<file path="src/rtl/seq_adder.sv">
// Bit-serial / slice-serial adder-subtractor: adds SLICE bits per clock, LSB slice first.
// Latency: result and done appear WIDTH/SLICE edges after the edge that accepts start.
// No backpressure: start is ignored while busy; DONE may chain directly into a new RUN.
module seq_adder #(
  parameter int WIDTH = 8,
  parameter int SLICE = 1
) (
  input  logic             clk,
  input  logic             rst,
  input  logic             start,
  input  logic             sub,
  input  logic [WIDTH-1:0] x,
  input  logic [WIDTH-1:0] y,
  input  logic             cin,
  output logic [WIDTH-1:0] s,
  output logic             c,
  output logic             ovf,
  output logic             busy,
  output logic             done
);

  localparam int N  = WIDTH / SLICE;
  localparam int CW = (N > 1) ? $clog2(N) : 1;

  typedef enum logic [1:0] {
    IDLE = 2'd0,
    RUN  = 2'd1,
    DONE = 2'd2
  } state_t;

  state_t           state_q, state_d;

  // Latched operands are shifted right each RUN cycle so the active slice is
  // always in the low SLICE bits; the subtract inversion is applied at latch time.
  logic [WIDTH-1:0] xs_q;
  logic [WIDTH-1:0] ys_q;
  logic             carry_q;
  logic [CW-1:0]    cnt_q;

  // Partial sums fill acc_q from the top down and only reach s at the last slice.
  logic [WIDTH-1:0] acc_q;
  logic [WIDTH-1:0] s_q;
  logic             c_q;
  logic             ovf_q;

  logic             load;
  logic             last;
  logic [SLICE:0]   slice_sum;
  logic [WIDTH-1:0] acc_next;

  assign load      = start && (state_q != RUN);
  assign last      = (cnt_q == CW'(N - 1));
  assign slice_sum = {1'b0, xs_q[SLICE-1:0]} + {1'b0, ys_q[SLICE-1:0]}
                   + {{SLICE{1'b0}}, carry_q};
  assign acc_next  = (acc_q >> SLICE) | (WIDTH'(slice_sum[SLICE-1:0]) << (WIDTH - SLICE));

  assign s   = s_q;
  assign c   = c_q;
  assign ovf = ovf_q;

  // State register
  always_ff @(posedge clk or posedge rst) begin
    if (rst) begin
      state_q <= IDLE;
    end else begin
      state_q <= state_d;
    end
  end

  // Next-state and status decode; busy and done are mutually exclusive by state
  always_comb begin
    state_d = state_q;
    busy    = 1'b0;
    done    = 1'b0;
    case (state_q)
      IDLE: begin
        if (start) state_d = RUN;
      end
      RUN: begin
        busy = 1'b1;
        if (last) state_d = DONE;
      end
      DONE: begin
        done    = 1'b1;
        state_d = start ? RUN : IDLE;
      end
      default: state_d = IDLE;
    endcase
  end

  // Operand latch, per-slice add, and result commit on the final slice
  always_ff @(posedge clk or posedge rst) begin
    if (rst) begin
      xs_q    <= '0;
      ys_q    <= '0;
      carry_q <= 1'b0;
      cnt_q   <= '0;
      acc_q   <= '0;
      s_q     <= '0;
      c_q     <= 1'b0;
      ovf_q   <= 1'b0;
    end else if (load) begin
      xs_q    <= x;
      ys_q    <= sub ? ~y : y;
      carry_q <= sub | cin;
      cnt_q   <= '0;
      acc_q   <= '0;
    end else if (state_q == RUN) begin
      xs_q    <= xs_q >> SLICE;
      ys_q    <= ys_q >> SLICE;
      carry_q <= slice_sum[SLICE];
      acc_q   <= acc_next;
      cnt_q   <= cnt_q + 1'b1;
      if (last) begin
        // On the last slice the low slice bits hold the operand MSBs.
        s_q   <= acc_next;
        c_q   <= slice_sum[SLICE];
        ovf_q <= (xs_q[SLICE-1] == ys_q[SLICE-1]) && (slice_sum[SLICE-1] != xs_q[SLICE-1]);
      end
    end
  end

endmodule

</file>
<file path="config.mk">
export PLATFORM = sky130hd
export DESIGN_NAME = seq_adder
export DESIGN_NICKNAME = d
export VERILOG_FILES = /design/src/rtl/seq_adder.sv
export SDC_FILE = /design/constraint.sdc
export NUM_CORES = 1
export LEC_CHECK = 0
export CORE_MARGIN = 2
export CORE_UTILIZATION = 46
export DETAILED_ROUTE_END_ITERATION = 10
export GPL_TIMING_DRIVEN = 1
export PLACE_DENSITY_LB_ADDON = 0.15
export SYNTH_ARGS = -nofsm -noshare
export SYNTH_HDL_FRONTEND = slang
export SYNTH_SLANG_ARGS = --single-unit
</file>
<file path="constraint.sdc">
create_clock -name clk -period 1.4 [get_ports clk]
set_input_delay 0.28 -clock clk [delete_from_list [all_inputs] [get_ports clk]]
set_output_delay 0.28 -clock clk [all_outputs]
set_load 0.01 [all_outputs]
</file>
* Yosys cells after proc, flatten, opt, wreduce, memory -nomap -nowiden
Index checks and enable logic that the tools add are counted.
Word-level totals: flip-flop bits (word level) 40, input bits 21, output and inout bits 12, logic and storage cells 47
Cells by class: add/sub/neg operators 3, eq/ne operators 8, muxes and demuxes 17, bitwise operators 4, reductions and logical operators 6
Operator list (count):
- $mux 8 | 7
- $not 8->8 | 1
- $or 7x8->8 | 1
- $mux 3 | 2
- $pmux 2 s3 | 1
- $mux 1 | 5
- $mux 2 | 2
- $ne 2x2->1 const B | 2
- $add 3x1->3 const B | 1
- $eq 3x3->1 const B | 1
- $reduce_and 3->1 | 1
- $add 1x1->2 | 1
- $add 2x1->2 | 1
- $eq 2x1->1 const B | 1
- $eq 2x2->1 const B | 1
- $logic_and 1x1->1 | 2
- $logic_not 2->1 | 1
- $ne 2x1->1 const B | 1
- $reduce_and 2->1 | 1
- $reduce_bool 2->1 | 1
- $eq 1x1->1 | 1
- $ne 1x1->1 | 1
- $not 1->1 | 1
- $or 1x1->1 | 1

* Logic depth before layout (Yosys ltp)
Gate-level depths: netlist (run 1).
word-level depth 5, gate-level depth with buffers 6, mapped depth without buffers 5

* Least setup slack after synthesis (run 1)
No wires, ideal clock.
path type register to register, start register cnt_q[0], end register s_q[0] (netlist: s[0]), arrival 1374 ps, slack -99 ps, stages on the path, launching flop included 6, path buffers 1, period minus slack after synthesis 1499 ps, path through dfrtp_1 -> ha_1 -> ha_1 -> nand3b_1 -> buf_4 -> mux2_4
On the way: word-level cells in the longest chain between the ends 2
RTL lines:
- start, declared | RTL line 38 | logic [CW-1:0] cnt_q;
- start signal, assigned | RTL line 113 | cnt_q <= cnt_q + 1'b1;
- $eq 3x3->1 | RTL line 52 | assign last = (cnt_q == CW'(N - 1));
- $reduce_and 3->1 (no line)
- end signal, assigned | RTL line 116 | s_q <= acc_next;
- end, declared | RTL line 42 | logic [WIDTH-1:0] s_q;
Every way passes these cells. A chain may end at the register's enable or synchronous reset.

* Worst setup path after layout (run 1)
start register cnt_q[1], end register s_q[0] (netlist: s[0])
The elaborated chain is that of the path after synthesis.

==> results of run 1 <==
==> state kept, by name, indices dropped and copies added (netlist names) <==
register  cells
carry_q       1
ovf           1
state_q       2
xs_q          8
acc_q         7
ys_q          8
c             1
s             8
cnt_q         3
==> cells by family (layout without fill, tap and decap cells) <==
group,count (synthesis),count (layout),share of synthesized area
and+or+nand+nor,42,42,0.09806
DFF,39,39,0.5424
AOI/OAI and AO/OA,31,31,0.09388
muxes,23,23,0.1433
buffers and inverters,17,66,0.05840
xor gates and xnor gates,8,8,0.03894
adders and majority gates,3,3,0.02503
==> critical path: cells and delay by family, from the launching register on <==
family | cells | cell delay (ns)
flops | 1 | 0.39
buf+inv | 1 | 0.16
fa+ha+maj | 2 | 0.36
mux | 1 | 0.30
simple gates | 1 | 0.13
==> power breakdown <==
group          leakage [nW]  switching, mW  internal (mW)  total, mW
Combinational         0.605          0.848          0.921       1.77
Sequential            0.494          0.293           1.62       1.91
Clock                0.0402          0.412          0.347      0.758
Total                  1.14           1.55           2.88       4.44
==> layout by cell type, fill, tap and decap left out, types with 2 or more instances in the layout <==
master / instances
o21ai_1: 2
buf_12: 2
dlygate4sd2_1: 10
mux2i_1: 16
nand3_1: 2
xor2_1: 7
o21ai_0: 24
clkdlybuf4s50_1: 20
dfrtp_1: 39
clkbuf_8: 5
inv_2: 3
nor2_1: 2
inv_1: 4
clkinvlp_4: 2
buf_4: 16
nand2_1: 33
mux2_4: 7
==> metrics by stage <==
step	setup slack, ns	setup TNS [ns]	hold WS, ns	cells
after floorplan	-0.01558	-0.07792	0.4363	163
after detailed placement	-0.1439	-1.960	0.4728	250
after CTS	-0.05929	-0.3645	0.3419	258
final	-0.05132	-0.3213	0.3237	260
after global placement	-0.06163	-0.5730	0.4572	250
after global routing	-0.09294	-0.6925	0.3942	260
==> layer usage <==
layer | vias to the layer above | track usage | wire length, µm
met5 | - | 0 | 0
met4 | 0 | 0.06888 | 65
met3 | 7 | 0.05236 | 147
met2 | 29 | 0.3238 | 1788
met1 | 607 | 0.1996 | 1416
li1 | 638 | - | -
==> cell usage after synthesis, drive strengths merged <==
cell type / count / area share
xnor2: 1 / 0.0049
nor2: 2 / 0.0042
mux2: 7 / 0.054
nand3: 2 / 0.0056
or2: 1 / 0.0035
xor2: 7 / 0.034
buf: 9 / 0.042
a211oi: 1 / 0.0070
nand2b: 1 / 0.0049
clkbuf: 1 / 0.0021
ha: 2 / 0.014
o311ai: 1 / 0.0049
or3: 1 / 0.0035
nand3b: 1 / 0.0042
a31oi: 1 / 0.0035
nor2b: 1 / 0.0035
fa: 1 / 0.011
mux2i: 16 / 0.089
nand2: 33 / 0.069
a21oi: 1 / 0.0028
o21ai: 26 / 0.072
inv: 7 / 0.015
o22ai: 1 / 0.0035
dfrtp: 39 / 0.54
==> worst paths after layout <==
kind | start | to | slack, ns | depth (start not counted)
max in group asynchronous | rst | s[7]$_DFFE_PP0P_ | 0.87 | 3
hold / removal | rst | xs_q[6]$_DFFE_PP0P_ | 0.32 | 3
hold reg to reg | xs_q[7]$_DFFE_PP0P_ | xs_q[6]$_DFFE_PP0P_ | 0.49 | 2
setup / recovery | cnt_q[1]$_DFFE_PP0P_ | s[0]$_DFFE_PP0P_ | -0.05 | 5
min in group clk | xs_q[7]$_DFFE_PP0P_ | xs_q[6]$_DFFE_PP0P_ | 0.49 | 2
setup reg to reg | cnt_q[1]$_DFFE_PP0P_ | s[0]$_DFFE_PP0P_ | -0.05 | 5
==> area by class of cell <==
cell class | instances | area (µm²) | share of cell area
multi-input combinational | 107 | 740.7 | 0.3137
clock inverter | 3 | 20.02 | 0.008479
timing repair buffer | 51 | 469.2 | 0.1987
clock buffer | 5 | 68.82 | 0.02915
tap | 48 | 60.06 | 0.02544
sequential | 39 | 975.9 | 0.4134
inverter | 7 | 26.28 | 0.01113
==> timing repair <==
item	CTS	global route
endpoints found under the setup margin	20	14
resized for setup	18	6
hold buffers	0	0
setup buffers	0	2
==> flow_summary.yaml, run 1 <==
sta:
  fin_skew_ns: 0.006853
  layout_min_cycle_time_ns: 1.451
  grt_setup_unrepaired: "yes"
  min_period_over_period: 1.037
  tightest_slew_ns: 0.2677
  hold_viol_final: 0
  worst_slack_ns: -0.05132
  slew_violations: 0
  relSlewSlack: 0.8193
  setup_viol: 8
  fmax_mhz: 689.0
cells_and_area:
  fin_util: 0.6354
  nNetsFinal: 235
  drive_gt1_frac: 0.2075
  antenna_cells: 0
  fillCellCount: 326
  final_area_um2: 2361
  syn_to_final_growth_pct: 31.22
placement:
  hpwl_mm: 2.498
  place_area_um2: 2268
  port-buffer-count: 32
  gp_congestion: 0.7161
critical_path:
  end_kind: "flip-flop"
  cpMaxStageDelayCell: "dfrtp_1"
  cp.arrival_ns: 1.63
  required_ns: 1.58
  crit_fanout: 9
  critPathMaxStageDelay_ns: 0.39
  cp-start-kind: "flip-flop"
  path_class: "reg2reg"
  cp_cell_sequence: "ha_2 > ha_4 > nand3b_1 > buf_12 > mux2_4"
floorplan:
  fp-row-count: 22
  fp.dieW_um: 66.54
  die_y_um: 66.54
  core-area_um2: 3716
  io_pins: 33
  die_area_um2: 4428
  start_util: 0.4842
power_and_ir_drop:
  finalPower_mw: 4.435
  cellPowerDensity_nw_per_um2: 1879
  peakVddDrop_mv: 0.8024
  leakagePower_nw: 1.139
logic_synthesis:
  yosysSeqAreaShare: 0.5424
  synth_area_per_cell_um2: 11.04
  syn-cell-area_um2: 1799
  synth.distinct_cells: 28
  ys_ff_latch: 39
  syn_inst: 163
  syn_nets: 187
  yosys_warnings: 0
grt:
  grt_usage: 0.1803
  grt_pass1_vias: 1313
  grt_start_max_net_pins: 48
  overflow: 0
  grt_pass1_wl_mm: 5.878
  antenna_found_initial: 0
cts:
  cts.reportedPaths.clkPinSlew_ns: 0.08
  clock-sinks: 39
  insertion_delay_ns: 0.29
  htree_levels: 2
  cts_buffers: 5
  tritoncts: "yes"
  root_buffer: "clkbuf_8"
  clock_path_buffers: 2
routing:
  dr.pass1.iters: 4
  wire_per_inst_um: 13.14
  avgViaCountPerCell: 4.927
  drc: 0
  drtAntennaViolNets: 0
  vias: 1281
  drt_wl_total_mm: 3.417
  drt_iter0_markers: 44
status:
  status: "finished with violations"
  violations: "negative setup slack"
min_path:
  hp-class: "in2async"
run:
  cap_violations: 0
(Power assumes the default switching activity.)
==> run 2: changes to the inputs <==
--- a/config.mk
+++ b/config.mk
@@ -5,8 +5,10 @@
 export SDC_FILE = /design/constraint.sdc
 export NUM_CORES = 1
 export LEC_CHECK = 0
+export CELL_PAD_IN_SITES_DETAIL_PLACEMENT = 0
+export CELL_PAD_IN_SITES_GLOBAL_PLACEMENT = 1
 export CORE_MARGIN = 2
-export CORE_UTILIZATION = 46
+export CORE_UTILIZATION = 36
 export DETAILED_ROUTE_END_ITERATION = 10
 export GPL_TIMING_DRIVEN = 1
 export PLACE_DENSITY_LB_ADDON = 0.15
==> run 2 against run 1 <==
Clock skew fell by 0.0010 ns. Wire length increased by 1.2%. Highest routed layer unchanged. Register-to-register slack about the same. The flow still finishes with violations (negative setup slack). Sequential share of layout area fell by 0.98 points. Fmax grew 0.80%. Final cell count rose by 7.3%. First-iteration DRC count grew 41%. Largest power group unchanged. Combinational power grew 3%. Sequential power about the same.
==> flow_summary.yaml, run 2 (synthesized netlist as in run 1, its figures left out) <==
status:
  status: "finished with violations"
  violations: "negative setup slack"
cells_and_area:
  drive_gt1_frac: 0.2028
  multi_input_area_um2: 740.7
  fillCellCount: 452
  nNetsFinal: 235
  layout_commonest_cell: "dfrtp_1"
  syn_to_final_growth_pct: 34.42
  final_cell_mix: "dfrtp_1, nand2_1, o21ai_0, clkdlybuf4s50_1"
  regArea_um2: 975.9
  final_area_um2: 2419
  antenna_cells: 0
sta:
  setup_viol: 8
  slew_violations: 0
  grt_setup_unrepaired: "yes"
  min_period_over_period: 1.028
  relSlewSlack: 0.8082
  worst_slack_ns: -0.03975
  setup_tns_ns: -0.2696
  layout_min_cycle_time_ns: 1.440
  fmax_mhz: 694.6
  fin_skew_ns: 0.005840
  tightest_slew_ns: 0.2877
  whs_ns: 0.3383
  hold_viol_final: 0
cts:
  cts.reportedPaths.clkPinSlew_ns: 0.07
  insertion_delay_ns: 0.29
  htree_levels: 2
  ctsHoldBuffers: 0
  tritoncts: "yes"
  clock-sinks: 39
  root_buffer: "clkbuf_8"
  clock_path_buffers: 2
  cts_buffers: 5
run:
  cap_violations: 0
power_and_ir_drop:
  clockPowerShare: 0.205
  cellPowerDensity_nw_per_um2: 1936
  p_int_mw: 3.160
  leakagePower_nw: 1.160
  netSwitchingPower_mw: 1.523
  power_frac_seq: 0.407
  p_sw_frac: 0.3252
  peakVddDrop_mv: 0.6241
  finalPower_mw: 4.683
  combPwrFrac: 0.388
critical_path:
  critPathMaxStageDelay_ns: 0.39
  path_class: "reg2reg"
  end_kind: "flip-flop"
  cp_cell_sequence: "ha_2 > ha_4 > nand3b_1 > buf_12 > mux2_4"
  cp-start-kind: "flip-flop"
  cpMaxStageDelayCell: "dfrtp_1"
  crit_fanout: 11
  cp.arrival_ns: 1.61
  required_ns: 1.57
floorplan:
  start_util: 0.3759
  core-area_um2: 4786
  fp.dieW_um: 74.70
  fp-row-count: 25
  die_area_um2: 5579
  io_pins: 33
  die_y_um: 74.70
grt:
  antenna_found_initial: 0
  overflow: 0
  grt_start_max_net_pins: 48
  grt_pass1_wl_mm: 5.920
  grt_pass1_vias: 1298
  grt_usage: 0.1419
placement:
  place_area_um2: 2292
  place_ws_ns: -0.1490
  gp_congestion: 0.7271
  port-buffer-count: 32
  hpwl_mm: 2.474
routing:
  drc: 0
  dr.pass1.iters: 4
  drt_iter0_markers: 62
  avgViaCountPerCell: 4.631
  vias: 1292
  wire_per_inst_um: 12.39
  drtAntennaViolNets: 0
  drt_wl_total_mm: 3.458
min_path:
  hp-class: "in2async"
[run 2: cell types whose count changed in the layout (fill, tap and decap cells not counted), sizes merged]
cell	previous run	this run
clkinvlp	2	0
clkdlybuf4s15	0	1
bufinv	0	1
[run 2: critical path, delay by kind of cell, from the launching register on]
family | cells | cell delay [ns]
flip-flops | 1 | 0.39
AND/OR/NAND/NOR | 1 | 0.12
adder cells (fa/ha/maj) | 2 | 0.36
multiplexers | 1 | 0.30
buffers and inverters | 1 | 0.15
[run 2: what timing repair did]
| action | in CTS | in global routing |
|---|---|---|
| hold endpoints to repair | 0 | 0 |
| pin swaps | 1 | 1 |
| endpoints found under the setup margin | 20 | 22 |
| gates resized for setup | 17 | 4 |
| setup buffers | 0 | 2 |
[run 2: stage by stage]
stage,cells,util
after floorplan,163,-
after global placement,269,0.4790
after detailed placement,269,0.4790
after CTS,277,0.5012
after global routing,279,0.5054
final,279,0.5054
[run 2: final cells by class]
class                   count  area share
flip-flops and latches     39      0.4035
multi-input cells         107      0.3063
repair buffers             51      0.1961
well taps                  67     0.03466
clock buffers               6     0.03414
clock inverters             2     0.01449
inverters                   7     0.01086
[run 2: worst paths after layout]
check | startpoint | end | slack [ns] | cells past startpoint
max | cnt_q[1]$_DFFE_PP0P_ | s[4]$_DFFE_PP0P_ | -0.04 | 5
min | rst | xs_q[7]$_DFFE_PP0P_ | 0.34 | 3
max reg2reg | cnt_q[1]$_DFFE_PP0P_ | s[4]$_DFFE_PP0P_ | -0.04 | 5
min reg2reg | s[7]$_DFFE_PP0P_ | s[7]$_DFFE_PP0P_ | 0.48 | 2
max in group asynchronous | rst | s[3]$_DFFE_PP0P_ | 0.87 | 3
min in group clk | s[7]$_DFFE_PP0P_ | s[7]$_DFFE_PP0P_ | 0.48 | 2
[run 2: per-layer routing]
metal / up-vias / routed length, µm / GRT usage
met5: - / 0 / 0
met4: 0 / 80 / 0.06151
met3: 8 / 130 / 0.04552
met2: 25 / 1741 / 0.2350
met1: 624 / 1505 / 0.1705
li1: 635 / - / -
[run 2: power by group through the flow]
stage,logic (mW),clock network (mW),registers (mW)
3_3_place_gp,1.82,0,1.90
3_5_place_dp,1.89,0,1.93
5_1_grt,2.08,1.04,1.97
2_1_floorplan,1.07,0,1.93
4_1_cts,1.81,0.990,1.91
6_report,1.82,0.958,1.91
==> RTL edit: new RTL, config.mk and constraints of run 1 <==
The 3 states of `state_t` get a one-hot encoding in 3 bits.
--- a/src/rtl/seq_adder.sv
+++ b/src/rtl/seq_adder.sv
@@ -24,6 +24,6 @@
 
-  typedef enum logic [1:0] {
-    IDLE = 2'd0,
-    RUN  = 2'd1,
-    DONE = 2'd2
+  typedef enum logic [2:0] {
+    IDLE = 3'b001,
+    RUN  = 3'b010,
+    DONE = 3'b100
   } state_t;
Function: same outputs for any inputs over 10 cycles, from zero or initial values and one cycle with rst high; not proved beyond that.
==> RTL edit against run 1 <==
The flow still finishes with violations (negative setup slack); design area rose by 9.5%; highest routed layer unchanged; maximum frequency increased by 1.4%; synthesized cell count rose by 3.1%; synthesized area increased by 4.8%; total power fell by 16%; non-clock buffer count is 6 higher; sequential cell count up 1; wire length rose by 9.7%; global-route usage down 0.97 points; setup slack better by 0.020 ns; combinational power shrank 28%; clock power grew 2.8%.
==> RTL edit: results (changes against run 1) <==
Synthesis
  – Async S/R FF share, synth: 1.00 (unchanged)
  – Post-synth top cells: dfrtp_1, o21ai_0, nand2_1, mux2i_1, nand2b_1
  – Seq/Total Area, Yosys: 0.532 (-0.0109)
  – Synth Area in Compound Gates: 0.0883 (-0.00563)
  – Synth area leaders: dfrtp_1, mux2i_1, o21ai_0
  – Syn_nets: 192 (+2.7%)
  – Post-synthesis mux area share: 0.150 (+0.00671)
  – Xor and xnor area share after synthesis: 0.0372 (-0.00178)
  – Adder-Cell Fraction of Synth Area: 0.0239 (-0.00115)
  – Mapped Cells: 168 (+3.1%)
  – Post-synth cell types: 31 (+11%)

Routing
  – DR WL met3: 169 um (+15%)
  – DR vias: 1,347 (+5.2%)
  – Vias per cell: 4.93 (+0.14%)
  – Met1 wire length: 1630 um (+15%)
  – Met2 wire len: 1900 um (+6.0%)

Placed design
  – Placed cells: 257 (+2.8%)
  – Final Wtd Congestion: 0.775 (+8.2%)
  – Pre-CTS WS: -0.117 ns (+0.0269 ns)
  – HPWL Detailed: 2330 um (-6.9%)
  – Post-DP Area: 0.00237 mm^2 (+4.3%)

Clock network
  – H-tree lvl count: 2 (unchanged)
  – Clk slew on worst S/H paths: 0.08 ns (about the same)

Power and ir drop
  – VDD IR-drop max: 0.731 mV (-8.9%)
  – Net Switching: 0.00114 W (-27%)
  – Pleak: 1.16 nW (+1.8%)
  – Clk. pwr: 0.000779 W (+2.8%)
  – Combinational fraction of design power: 0.347 (-0.052)

Cells and area
  – Layout cells sized above 1: 0.238 (+0.0301)
  – Non-clock buffers, area share: 0.220 (+0.0214)
  – Area taken by multi-input logic gates: 841 um^2 (+14%)
  – Clock buf/inv share: 0.0358 (-0.00183)
  – Seq area share: 0.388 (-0.0258)
  – Clock buffers: 6 (+1)
  – Fillers: 309 (-5.2%)
  – Layout Nets: 246 (+4.7%)
  – Multi-input gates: 113 (+5.6%)
  – Register area: 0.00100 mm^2 (+2.7%)
  – Bufs w/o clock: 57 (+12%)
  – Invs w/o clock: 5 (-2)

Critical path
  – Reg2reg setup slack: -0.03 ns (+0.02 ns)
  – Worst path arrival time: 1.61 ns (-0.02 ns)
  – Crit path max fanout: 8 (-1)
  – RR Endpoint: s[5]

Global route
  – Met3 GRT Util: 0.0411 (-0.0112)
  – Largest net degree at the start of global routing: 51 (+6.3%)
  – Total GRT Usage: 0.171 (-0.00970)
  – Number of global-route vias before repair: 1,246 (-5.1%)
  – Global-route wire length before repair: 5740 um (-2.3%)

Timing
  – WHS: 0.337 ns (+0.0128 ns)
  – Worst-margin pin slew: 0.214 ns (-0.0536 ns)
  – Setup tns final: -0.163 ns (+0.158 ns)
  – Worst setup margin: -0.0318 ns (+0.0195 ns)
  – Clock skew: 0.00759 ns (+0.000739 ns)
  – Final setup vio count: 9 (+1)

Die
  – Die X: 68.0 um (+2.2%)

Status
  – Outcome: finished, violations left
  – Failing checks: negative setup slack
## RTL edit: cell count changes in the layout (fill, tap and decap cells not counted), sizes merged, moves of 2 or more
cell,delta
clkbuf,+2
nand2b,+9
nor3b,+2
o21a,+2
inv,-2
buf,+5
nor2,+3
nand2,-9
clkinvlp,-2
## RTL edit: what timing repair did
action,in CTS,in global routing
gates resized for setup,25,7
setup endpoints to repair,24,12
buffers inserted,0,6
pin swaps,4,3
cloned,0,2
## RTL edit: worst min-delay path: stages
cell and delay [ns]:
clkdlybuf4s50_1 0.39, inv_1 0.09, buf_12 0.24
## RTL edit: worst max path at each step
stage	to	slack [ns]	cells past startpoint
final	s[5]	-0.03	5
after global routing	ovf	-0.12	4
after CTS	s[5]	-0.07	5
after detailed placement	cnt_q[0]	-0.12	4
after global placement	cnt_q[0]	-0.12	4
after floorplan	ovf	-0.05	4
